`src/rtl/fifo_arb_pkg.sv`:
```
// Shared constants and sizing helpers for the FIFO push arbiter.
// Latency: n/a (package only).
// Backpressure: n/a (package only).
package fifo_arb_pkg;

    // Width of the free-running accepted-push counter.
    localparam int PUSH_CNT_W = 16;

    // Ceiling log2 usable in constant expressions; clog2(1) = 0.
    function automatic int clog2(input int n);
        for (int r = 0; r < 31; r++) begin
            if ((1 << r) >= n) begin
                return r;
            end
        end
        return 31;
    endfunction

    // Requester index width, never narrower than one bit.
    function automatic int id_width(input int n);
        return (n < 2) ? 1 : clog2(n);
    endfunction

endpackage

```
`src/rtl/rr_pick.sv`:
```
// Rotating first-one finder: first asserted req at or after start, wrapping.
// Latency: purely combinational.
// Backpressure: none; the caller qualifies the result.
//
// Ports:
//   req   - request vector, one bit per requester
//   start - index at which the search begins (must be < N)
//   found - at least one req bit is set
//   idx   - index of the selected requester (0 when found=0)
module rr_pick #(
    parameter int N  = 4,
    parameter int IW = 2
) (
    input  logic [N-1:0]  req,
    input  logic [IW-1:0] start,
    output logic          found,
    output logic [IW-1:0] idx
);

    function automatic logic [IW-1:0] wrap_add(input logic [IW-1:0] s, input int k);
        int j;
        j = int'(s) + k;
        if (j >= N) begin
            j = j - N;
        end
        return IW'(j);
    endfunction

    always_comb begin
        found = 1'b0;
        idx   = '0;
        for (int k = 0; k < N; k++) begin
            if (!found && req[wrap_add(start, k)]) begin
                found = 1'b1;
                idx   = wrap_add(start, k);
            end
        end
    end

endmodule

```
`src/rtl/fifo_push_arb.sv`:
```
// Round-robin arbiter steering N requesters into one shared FIFO push port.
// Latency: zero; grant and push data are combinational from req and state.
// Backpressure: fifo_full=1 blocks all grants; requesters simply hold req.
//
// Ports:
//   clk, rstn          - rising-edge clock, async active-low reset
//   req / wdata        - per-requester push request and packed data
//   gnt                - one-hot grant, push accepted the cycle it is 1
//   fifo_full          - downstream FIFO full flag
//   fifo_push/wd/id    - push strobe, data and source index to the FIFO
//   push_cnt           - accepted pushes, wraps at 2^16
// Build option: define FIFO_PUSH_ARB_BURST_EN to let an owner keep the grant
// for up to MAX_BURST consecutive pushes; otherwise rotate after every push.
module fifo_push_arb
    import fifo_arb_pkg::*;
#(
    parameter  int N_REQ     = 4,
    parameter  int WIDTH     = 8,
    parameter  int MAX_BURST = 4,
    localparam int ID_W      = id_width(N_REQ)
) (
    input  logic                   clk,
    input  logic                   rstn,
    input  logic [N_REQ-1:0]       req,
    input  logic [N_REQ*WIDTH-1:0] wdata,
    output logic [N_REQ-1:0]       gnt,
    input  logic                   fifo_full,
    output logic                   fifo_push,
    output logic [WIDTH-1:0]       fifo_wd,
    output logic [ID_W-1:0]        fifo_id,
    output logic [PUSH_CNT_W-1:0]  push_cnt
);

    if (N_REQ < 2 || N_REQ > 16 || MAX_BURST < 1 || MAX_BURST > 16) begin : g_bad_param
        $error("fifo_push_arb: N_REQ must be 2..16 and MAX_BURST 1..16");
    end

    logic [ID_W-1:0] last_owner;
    logic [ID_W-1:0] start_idx;
    logic [ID_W-1:0] pick_idx;
    logic [ID_W-1:0] sel_idx;
    logic            pick_found;
    logic            sel_vld;
    logic            push;

    // Search begins one past the last owner, wrapping at N_REQ-1.
    assign start_idx = (last_owner == ID_W'(N_REQ - 1)) ? '0 : last_owner + 1'b1;

    rr_pick #(
        .N  (N_REQ),
        .IW (ID_W)
    ) u_pick (
        .req   (req),
        .start (start_idx),
        .found (pick_found),
        .idx   (pick_idx)
    );

`ifdef FIFO_PUSH_ARB_BURST_EN
    localparam int BC_W = clog2(MAX_BURST + 1);

    logic [BC_W-1:0] burst_cnt;
    logic            owner_vld;
    logic            keep;

    // The owner keeps the grant while it still requests and has budget left.
    assign keep    = owner_vld && req[last_owner] && (burst_cnt < BC_W'(MAX_BURST));
    assign sel_idx = keep ? last_owner : pick_idx;
    assign sel_vld = keep | pick_found;

    // A full-stalled owner that still requests keeps both ownership and count;
    // an owner that drops req ends its burst so the next pick rotates past it.
    always_ff @(posedge clk or negedge rstn) begin
        if (!rstn) begin
            burst_cnt <= '0;
            owner_vld <= 1'b0;
        end else if (push) begin
            owner_vld <= 1'b1;
            burst_cnt <= keep ? burst_cnt + 1'b1 : BC_W'(1);
        end else if (!req[last_owner]) begin
            owner_vld <= 1'b0;
            burst_cnt <= '0;
        end
    end
`else
    assign sel_idx = pick_idx;
    assign sel_vld = pick_found;
`endif

    // rstn gates the strobe so nothing escapes while reset is held.
    assign push      = sel_vld & ~fifo_full & rstn;
    assign fifo_push = push;

    always_comb begin
        gnt     = '0;
        fifo_wd = '0;
        fifo_id = '0;
        if (push) begin
            gnt[sel_idx] = 1'b1;
            fifo_wd      = wdata[int'(sel_idx)*WIDTH +: WIDTH];
            fifo_id      = sel_idx;
        end
    end

    // Reset owner is the last index so requester 0 wins the first search.
    always_ff @(posedge clk or negedge rstn) begin
        if (!rstn) begin
            last_owner <= ID_W'(N_REQ - 1);
            push_cnt   <= '0;
        end else if (push) begin
            last_owner <= sel_idx;
            push_cnt   <= push_cnt + 1'b1;
        end
    end

endmodule

```
`config.mk`:
```
export PLATFORM = sky130hd
export DESIGN_NAME = fifo_push_arb
export DESIGN_NICKNAME = d
export VERILOG_FILES = /design/src/rtl/fifo_arb_pkg.sv /design/src/rtl/rr_pick.sv /design/src/rtl/fifo_push_arb.sv
export SDC_FILE = /design/constraint.sdc
export NUM_CORES = 1
export LEC_CHECK = 0
export BUFFER_PORTS_ARGS = -buffer_cell sky130_fd_sc_hd__buf_2
export CAP_MARGIN = 10
export CORE_MARGIN = 8
export CORE_UTILIZATION = 42
export DETAILED_ROUTE_END_ITERATION = 8
export GPL_ROUTABILITY_DRIVEN = 0
export HOLD_SLACK_MARGIN = 0.06
export PLACE_DENSITY_LB_ADDON = 0.1
export SKIP_CTS_REPAIR_TIMING = 1
export SYNTH_ARGS = -nofsm -noshare
export SYNTH_HDL_FRONTEND = slang
export SYNTH_SLANG_ARGS = --single-unit
```
`constraint.sdc`:
```
create_clock -name clk -period 2.64 [get_ports clk]
set_clock_uncertainty 0.05 [all_clocks]
set_input_delay 0.264 -clock clk [delete_from_list [all_inputs] [get_ports clk]]
set_output_delay 0.264 -clock clk [all_outputs]
set_load 0.02 [all_outputs]
```
==> flow_summary.toml <==
[run_status]
outcome = "finished clean"

[route]
antenna_left = 0
drc_errors = 0
dr.first_iter.drc_count = 36
routed-via-count = 1140
wl_per_cell_um = 14.59
wirelength_um = 3298
drtPass1Iterations = 4
via_per_inst = 5.044

[logic_synthesis]
ys_warn_count = 0
syn-num-nets = 156
netlist_area_mm2 = 0.001132
synth-seq-cells = 18
synth.avg_cell_area_um2 = 9.846
synth_top_area_share_pct = 35.36
netlist_instances = 115
synth_seq_area_share_pct = 40.00
ys_types = 27
synth_top_area_cell = "dfrtp_1"
synthTopCellsByArea = "dfrtp_1, mux2i_1, xnor2_1"

[grt]
grt_overflow_total = 0
grt_use_total_pct = 13.60
grt_pass1_vias = 1251
grt_max_degree = 19
antenna_found_initial = 0
grt_first_pass_wirelength_um = 5030

[sta]
fin_crit_sh_pct = 98.07
rsz0062_at_grt = "yes"
max_freq_ghz = 0.3862
setup_viol = 0
worst_pin_slew_ps = 528.5
slew_headroom_pct = 64.46
holdWs_ps = 265.8
layout_setup_ws_ps = 50.82
fin_crit_ps = 2589
drv_slew = 0
hold_violations = 0

[clock_tree]
clk_pin_slew_worst_paths_ps = 100
h-tree-depth = 1
cts_tree = "built"
clk_latency_ps = 290
numClockSinks = 18
cts_buffer_depth = 2
numCtsBuffers = 3
cts-root-buf = "clkbuf_4"

[worst_setup_path]
endpoint_kind = "output port"
required_ps = 2330
worstSetupPathType = "reg -> out"
r2r_slack_ps = 860
arrival_ps = 2280
path_max_fanout = 6
crit_path_start_kind = "register"

[die]
io_pins = 70
coreArea_mm2 = 0.002663
rows = 19
dieArea_mm2 = 0.004614
die_h_um = 67.93
initial_core_util_pct = 42.53
die-width_um = 67.93

[finish]
final_cell_mix = "buf_2, dfrtp_1, mux2i_1"
fin_nets = 237
area_growth_pct = 51.16
insertedDiodeCount = 0
drive_above_1_share_pct = 50.77
final_core_util_pct = 64.29
fin_area_mm2 = 0.001712
final_common_cell = "buf_2"

[power_and_ir_drop]
intPower_uw = 772.9
seq_power_share_pct = 30.5
p_sw_share_pct = 40.70
power_density_mw_per_mm2 = 761.5
p_total_mw = 1.303
vdd_drop_max_mv = 0.5572
combPwrFrac_pct = 56.6
p_clk_share_pct = 12.9
switchingPower_uw = 530.6
leakagePower_nw = 0.9274

[place]
port_buffers = 69
dpl-instance-area_mm2 = 0.001539
place_ws_ps = 287.0
dp_hpwl_um = 2615

[run]
maxCapViolations = 0

[worst_hold_path]
hold_path.class = "in -> reg"
## layout make-up
| cell class | instances | area [um^2] |
|---|---|---|
| clock buffer | 4 | 36.28 |
| sequential | 18 | 452.9 |
| inverter | 4 | 15.01 |
| timing repair buffer | 77 | 444.2 |
| tap | 31 | 38.79 |
| fill | 234 | 950.9 |
| multi-input combinational | 92 | 724.4 |
## Yosys cell counts
library cell and number:
nand4bb_1 1, xor2_1 3, xnor2_1 12, a211o_1 1, a211oi_2 1, nand2b_1 2
buf_4 1, a21oi_1 2, dfrtp_1 16, nor2b_1 1, or4_4 1, o31ai_1 1
inv_2 1, nor2_1 7, nand3_1 6, nand2_1 14, nand4_1 4, nor3_1 2
o21ai_0 2, a211oi_4 1, dfstp_2 2, inv_1 3, and3_1 4, o22ai_1 8
ha_1 2, nand2_4 1, mux2i_1 16
## kinds of logic after synthesis
kind of cell	count (synthesis)	synth area share [%]
flops	18	40.00
fa+ha+maj	2	2.210
mux	16	14.14
xor+xnor	15	11.60
simple gates	43	19.56
compound gates	16	10.50
buf+inv	5	1.989
## per-layer routing
layer | track usage (%) | wire length (um)
met1 | 15.75 | 1483
met2 | 23.80 | 1536
met3 | 3.437 | 261
met4 | 4.604 | 16
met5 | 0 | 0
## metrics by stage
step / setup TNS, ps / std cells
2_1_floorplan: 0 / 115
3_3_place_gp: 0 / 218
3_5_place_dp: 0 / 218
4_1_cts: -224.1 / 222
5_1_grt: -79.93 / 226
6_report: 0 / 226
## flip-flops by register name (all words and copies together) (netlist names)
name	count
push_cnt	16
last_owner	2
## path summary, 6_finish.rpt
kind / start / end / cells past startpoint
hold reg to reg: last_owner[1] / last_owner[1] / 2
hold / removal: fifo_full / push_cnt[0] / 4
min in group asynchronous: rstn / push_cnt[5] / 3
max in group asynchronous: rstn / last_owner[1] / 3
setup reg to reg: last_owner[0] / last_owner[1] / 7
setup / recovery: last_owner[0] / fifo_wd[2] / 9
## critical path: stages, from the launching register on
cell	delay [ps]
dfstp_2	600
ha_4	240
nand4bb_1	120
a21oi_2	90
a211oi_4	260
buf_6	150
buf_6	80
mux2i_1	180
o22ai_1	90
buf_4	160
## power groups by stage
stage               Clock, mW  Combinational (mW)  Sequential [mW]
global route            0.186               0.796            0.404
global placement            0               0.590            0.395
detailed placement          0               0.605            0.396
finish                  0.168               0.738            0.397
floorplan                   0               0.381            0.434
CTS                     0.176               0.608            0.391
Note: power is estimated with default switching activity, not from simulation.
